File: src/rtl/register_bank.sv
`default_nettype none
// ============================================================================
// Module   : register_bank
// Purpose  : DEPTH x WIDTH CPU register file. One write port (load, increment,
//            decrement, clear) with a registered carry/borrow flag, and two
//            independent combinational read ports feeding ALU operands A/B.
// Revision : 1.0 - initial release
// ============================================================================
module register_bank #(
  parameter int WIDTH = 4,
  parameter int DEPTH = 4,
  parameter int SEL_W = 2
) (
  input  logic             clk_cpu,
  input  logic             reset,
  input  logic             we,
  input  logic [SEL_W-1:0] wsel,
  input  logic [1:0]       wmode,
  input  logic [WIDTH-1:0] dat_in,
  input  logic [SEL_W-1:0] rsel_a,
  input  logic [SEL_W-1:0] rsel_b,
  output logic [WIDTH-1:0] dat_a,
  output logic [WIDTH-1:0] dat_b,
  output logic             carry
);

  localparam logic [1:0] c_MODE_LOAD = 2'b00;
  localparam logic [1:0] c_MODE_INC  = 2'b01;
  localparam logic [1:0] c_MODE_DEC  = 2'b10;
  localparam logic [1:0] c_MODE_CLR  = 2'b11;

  localparam logic [WIDTH:0] c_ONE = (WIDTH+1)'(1);

  logic [WIDTH-1:0] regs_q [DEPTH];
  logic [WIDTH-1:0] regs_d [DEPTH];
  logic             carry_q;
  logic             carry_d;

  // Next-state: only the register whose index matches wsel can change, so an
  // out-of-range wsel matches nothing and the write is silently dropped.
  always_comb begin
    regs_d  = regs_q;
    carry_d = carry_q;
    for (int i = 0; i < DEPTH; i++) begin
      if (we && (wsel == SEL_W'(i))) begin
        case (wmode)
          c_MODE_LOAD: regs_d[i] = dat_in;
          // Extra top bit of the widened sum/difference is the carry/borrow.
          c_MODE_INC:  {carry_d, regs_d[i]} = {1'b0, regs_q[i]} + c_ONE;
          c_MODE_DEC:  {carry_d, regs_d[i]} = {1'b0, regs_q[i]} - c_ONE;
          c_MODE_CLR: begin
            regs_d[i] = '0;
            carry_d   = 1'b0;
          end
          default: ;
        endcase
      end
    end
  end

  // State registers with asynchronous active-low clear.
  always_ff @(posedge clk_cpu or negedge reset) begin
    if (!reset) begin
      for (int i = 0; i < DEPTH; i++) begin
        regs_q[i] <= '0;
      end
      carry_q <= 1'b0;
    end else begin
      for (int i = 0; i < DEPTH; i++) begin
        regs_q[i] <= regs_d[i];
      end
      carry_q <= carry_d;
    end
  end

  // Read ports: pure mux of current contents (no write bypass); indices
  // beyond DEPTH read as zero.
  always_comb begin
    dat_a = '0;
    dat_b = '0;
    for (int i = 0; i < DEPTH; i++) begin
      if (rsel_a == SEL_W'(i)) dat_a = regs_q[i];
      if (rsel_b == SEL_W'(i)) dat_b = regs_q[i];
    end
  end

  assign carry = carry_q;

endmodule
`default_nettype wire

File: config.mk
export PLATFORM = sky130hd
export DESIGN_NAME = register_bank
export DESIGN_NICKNAME = d
export VERILOG_FILES = /design/src/rtl/register_bank.sv
export SDC_FILE = /design/constraint.sdc
export NUM_CORES = 1
export LEC_CHECK = 0
export ABC_AREA = 1
export CORE_UTILIZATION = 35
export DETAILED_ROUTE_END_ITERATION = 6
export PLACE_DENSITY = 0.67
export SETUP_SLACK_MARGIN = 0.2
export SYNTH_ARGS = -nofsm -noshare
export SYNTH_HDL_FRONTEND = slang
export SYNTH_SLANG_ARGS = --single-unit
File: constraint.sdc
create_clock -name clk_cpu -period 1.4 [get_ports clk_cpu]
set_input_delay 0.28 -clock clk_cpu [delete_from_list [all_inputs] [get_ports clk_cpu]]
set_output_delay 0.28 -clock clk_cpu [all_outputs]
set_load 0.02 [all_outputs]
Word-level counts from Yosys, hierarchy flattened:

Cells that the tools add are included.

* add/sub/neg operators: 8
* equality and inequality tests: 12
* mux-type cells: 20
* reductions and logical operators: 8

Operators by type and width (number)
* 4-bit case mux with 4 select lines: 4
* 4-bit 2-to-1 mux: 8
* 4-bit by 1-bit adder with 5-bit output (second input constant): 4
* 4-bit by 1-bit subtractor with 5-bit output (second input constant): 4
* 2-bit equality test (second input constant): 8
* 1-bit case mux with 3 select lines: 4
* 2-bit by 1-bit equality test with 1-bit output (second input constant): 4
* 2-bit logical NOT: 4
* 1-bit logical AND: 4
* 1-bit 2-to-1 mux: 4

* bits in registers: 17
* input port bits: 15
* output and inout bits: 9
* word-level logic and storage cells: 53

Logic depth before layout (Yosys ltp):

* depth in word-level cells: 9
* gate-level depth with buffers: 10
* depth with buffers taken out: 10

Least setup slack after synthesis:

No wires, ideal clock.

* path type: reg2reg
* start: reg regs_q[8] (netlist name)
* end: reg regs_q[10] (netlist name)
* setup time: 120 ps
* arrival: 1222 ps
* required time: 1280 ps
* slack: 59 ps
* stages on the path, launching flop included: 8
* path buffers: 0
* clock period less this slack: 1341 ps
* cell sequence: dfrtp_1 inv_1 ha_1 or2_2 nand3_1 nand4_1 o21ai_0 inv_1

* longest elaborated chain between the ends: 2
* elaborated cells between the ends (all ways): 3
* those cells by class: 2 x add/sub; 1 x mux

RTL lines
* start, declared: RTL line 34 `logic [WIDTH-1:0] regs_q [DEPTH];`
* start signal, assigned by index: RTL line 70 `regs_q[i] <= regs_d[i];`
* 4-bit by 1-bit subtractor with 5-bit output or 4-bit by 1-bit adder with 5-bit output (tied branches): RTL line 50, 49
* 4-bit case mux with 4 select lines (*): RTL line 46 `case (wmode)`

Mark *: on every way between the ends. The rest lies on a longest branch, timed or not.
A chain may end at the register's enable or synchronous reset.

Worst setup path in the final report:

* start: reg regs_q[9] (netlist name)
* end: out dat_a[1]

* longest elaborated chain between the ends: 3

RTL lines
* 4-bit 2-to-1 mux (3 in series): RTL line 82 `if (rsel_a == SEL_W'(i)) dat_a = regs_q[i];`
* end, declared: RTL line 22 `output logic [WIDTH-1:0] dat_a,`

No other way between the ends.

==> results.json <==
{
  "outcome": "finished with violations",
  "violations": "setup timing",
  "die_w_um": 70.1,
  "layout_common_cells": "53 x buf_4, 33 x nand2_1, 24 x buf_6",
  "ys_ff_latch": 17,
  "reg2reg_depth": 9,
  "async_flop_share_pct": 100,
  "worst_slack_ns": -0.117,
  "ant_nets": 0,
  "synth_edf_count": 0,
  "maxCapViolCount": 0,
  "end_kind": "output pin",
  "ys.flop_type": "dfrtp_1",
  "crit_path_max_fanout": 3,
  "ir_drop_uv": 523,
  "postCtsHoldBufs": 0,
  "synth.cell_area_um2": 1620,
  "placed_cells": 375,
  "final_nets": 373,
  "drcViolationCount": 0,
  "areaGrowthSynthToFinish_pct": 78.2,
  "yosys_warnings": 0,
  "firstDrtPassIters": 4,
  "clockRootBuffer": "clkbuf_8",
  "fin_crit_ns": 1.52,
  "synth_cell_types": 24,
  "finalCritPeriodShare_pct": 108,
  "drt_iter0_drc": 127,
  "fmax_mhz": 659,
  "die-area_um2": 4910,
  "slew_violations": 0,
  "hp-class": "input pin to async pin",
  "clock_latency_ns": 0.26,
  "synthesis.nets": 282,
  "via_per_inst": 5.35,
  "relSlewSlack_pct": 81.6,
  "path_clk_slew_ns": 0.07,
  "overflow": 0,
  "gp_congestion": 0.880,
  "cts_htree_levels": 1,
  "fin_cells": 401,
  "layout_commonest_cell": "buf_4",
  "start_util_pct": 36.7,
  "cts_max_path_buffers": 2,
  "ys_seq_area_share_pct": 26.2,
  "layout-drive-gt1-share_pct": 55.3,
  "num_vias": 2144,
  "leakage_nw": 1.30,
  "grt_pass1_vias": 1946,
  "rsz0062_at_grt": "true",
  "grt_pass1_wl_mm": 9.52,
  "ioPinCount": 24,
  "core_um2": 4410,
  "grt_max_degree": 18,
  "tns_ns": -0.566,
  "hpwl_mm": 4.12,
  "num_rows": 24,
  "cts_buffers": 3,
  "path_class": "register to output pin",
  "required_ns": 1.12,
  "finalPower_mw": 3.23,
  "antenna_cells": 0,
  "die_h_um": 70.1,
  "rr_startpoint": "regs_q[8]",
  "wl_per_cell_um": 15.6,
  "clock_skew_ns": 0.00498,
  "worstReg2RegEnd": "regs_q[10]",
  "io_buffers": 23,
  "critPathArrivalTime_ns": 1.24,
  "start_kind": "register",
  "syn_area_per_cell_um2": 6.26,
  "ff2ff_setup_slack_ns": -0.10,
  "nFillCells": 362,
  "power_density_nw_per_um2": 1120,
  "setup_viol": 10,
  "hold_viol": 0,
  "antenna_found_initial": 0,
  "track_usage_pct": 24.8,
  "cts_sinks": 17,
  "worstMarginPinSlew_ns": 0.275,
  "routed_wl_mm": 6.24,
  "synthCells": 259,
  "cts_tree": "yes"
}
==> stage by stage <==
step	setup slack [ns]	instance area, µm²	utilization (%)	hold WS [ns]
6_report	-0.117	2890	65.4	0.342
5_1_grt	-0.147	2890	65.4	0.358
4_1_cts	-0.0924	2680	60.8	0.354
3_5_place_dp	-0.849	2310	52.4	0.586
3_3_place_gp	-0.839	2310	52.4	0.587
2_1_floorplan	0.109	1700	-	-0.0156
==> cells in the mapped netlist, types with 2 or more instances <==
cell type / instances / share of area (%)
nand3_1: 36 / 11
a21oi_1: 3 / 0.93
o22ai_1: 4 / 1.5
inv_2: 5 / 1.2
dfrtp_1: 17 / 26
nor2_1: 27 / 6.3
nor2_2: 2 / 0.77
o21ai_1: 13 / 4.0
buf_2: 4 / 1.2
a32oi_1: 3 / 1.6
ha_1: 8 / 6.2
inv_1: 41 / 9.5
or2_2: 4 / 1.5
a41oi_1: 2 / 1.1
buf_6: 2 / 1.4
a31oi_1: 2 / 0.77
o21ai_0: 25 / 7.7
o2111ai_1: 2 / 1.1
nand2_1: 45 / 10
nand4_1: 10 / 3.9
==> area by class of cell <==
class | count | area (µm²) | share of cell area, %
multi-input combinational | 189 | 1370 | 47.3
sequential | 17 | 432 | 14.9
tap | 52 | 65.1 | 2.25
inverter | 46 | 183 | 6.32
clock inverter | 1 | 5.00 | 0.173
clock buffer | 3 | 41.3 | 1.43
timing repair buffer | 93 | 797 | 27.6
==> kinds of logic (layout without fill, tap and decap cells) <==
family	count (synthesis)	in the layout	share of synthesized area (%)
compound gates	54	54	18.7
buf+inv	54	143	13.8
fa+ha+maj	8	8	6.17
flops	17	17	26.2
simple gates	126	127	35.0
==> worst max-delay path, stage by stage, from the launching register on <==
cell and delay [ns]:
dfrtp_1 0.42, inv_2 0.09, o22ai_2 0.07, a31oi_1 0.18, o21ai_2 0.08, buf_6 0.13
==> worst max-delay path by stage <==
stage	start	end	slack, ns	cells after the start
2_1_floorplan	regs_q[8]	regs_q[10]	0.11	7
3_3_place_gp	rsel_b[1]	dat_b[2]	-0.84	6
3_5_place_dp	rsel_b[1]	dat_b[2]	-0.85	6
4_1_cts	regs_q[12]	dat_a[0]	-0.09	5
5_1_grt	regs_q[12]	dat_a[0]	-0.15	5
6_report	regs_q[9]	dat_a[1]	-0.12	5
==> power breakdown <==
group	leakage (nW)	total, mW	switching [mW]	internal, mW
logic	1.07	2.10	1.06	1.04
clock network	0.0255	0.390	0.191	0.198
registers	0.199	0.744	0.138	0.606
total	1.30	3.23	1.39	1.85
==> layer usage <==
layer	wire length, µm	vias up	GRT usage (%)
met5	0	-	0
met4	177	0	10.7
met3	420	16	2.60
met2	3070	79	41.2
met1	2580	993	32.5
li1	-	1056	-
==> what timing repair did <==
| action | CTS | global route |
|---|---|---|
| buffers inserted | 11 | 9 |
| cloned | 2 | 0 |
| pin swaps | 29 | 26 |
| hold endpoints to repair | 0 | 0 |
| gates resized for setup | 141 | 51 |
| setup endpoints to repair | 26 | 25 |
==> flip-flops by register name, indices dropped and copies added (netlist names) <==
register and flops:
regs_q 16, carry 1
Power figures use the tool's default switching activity.
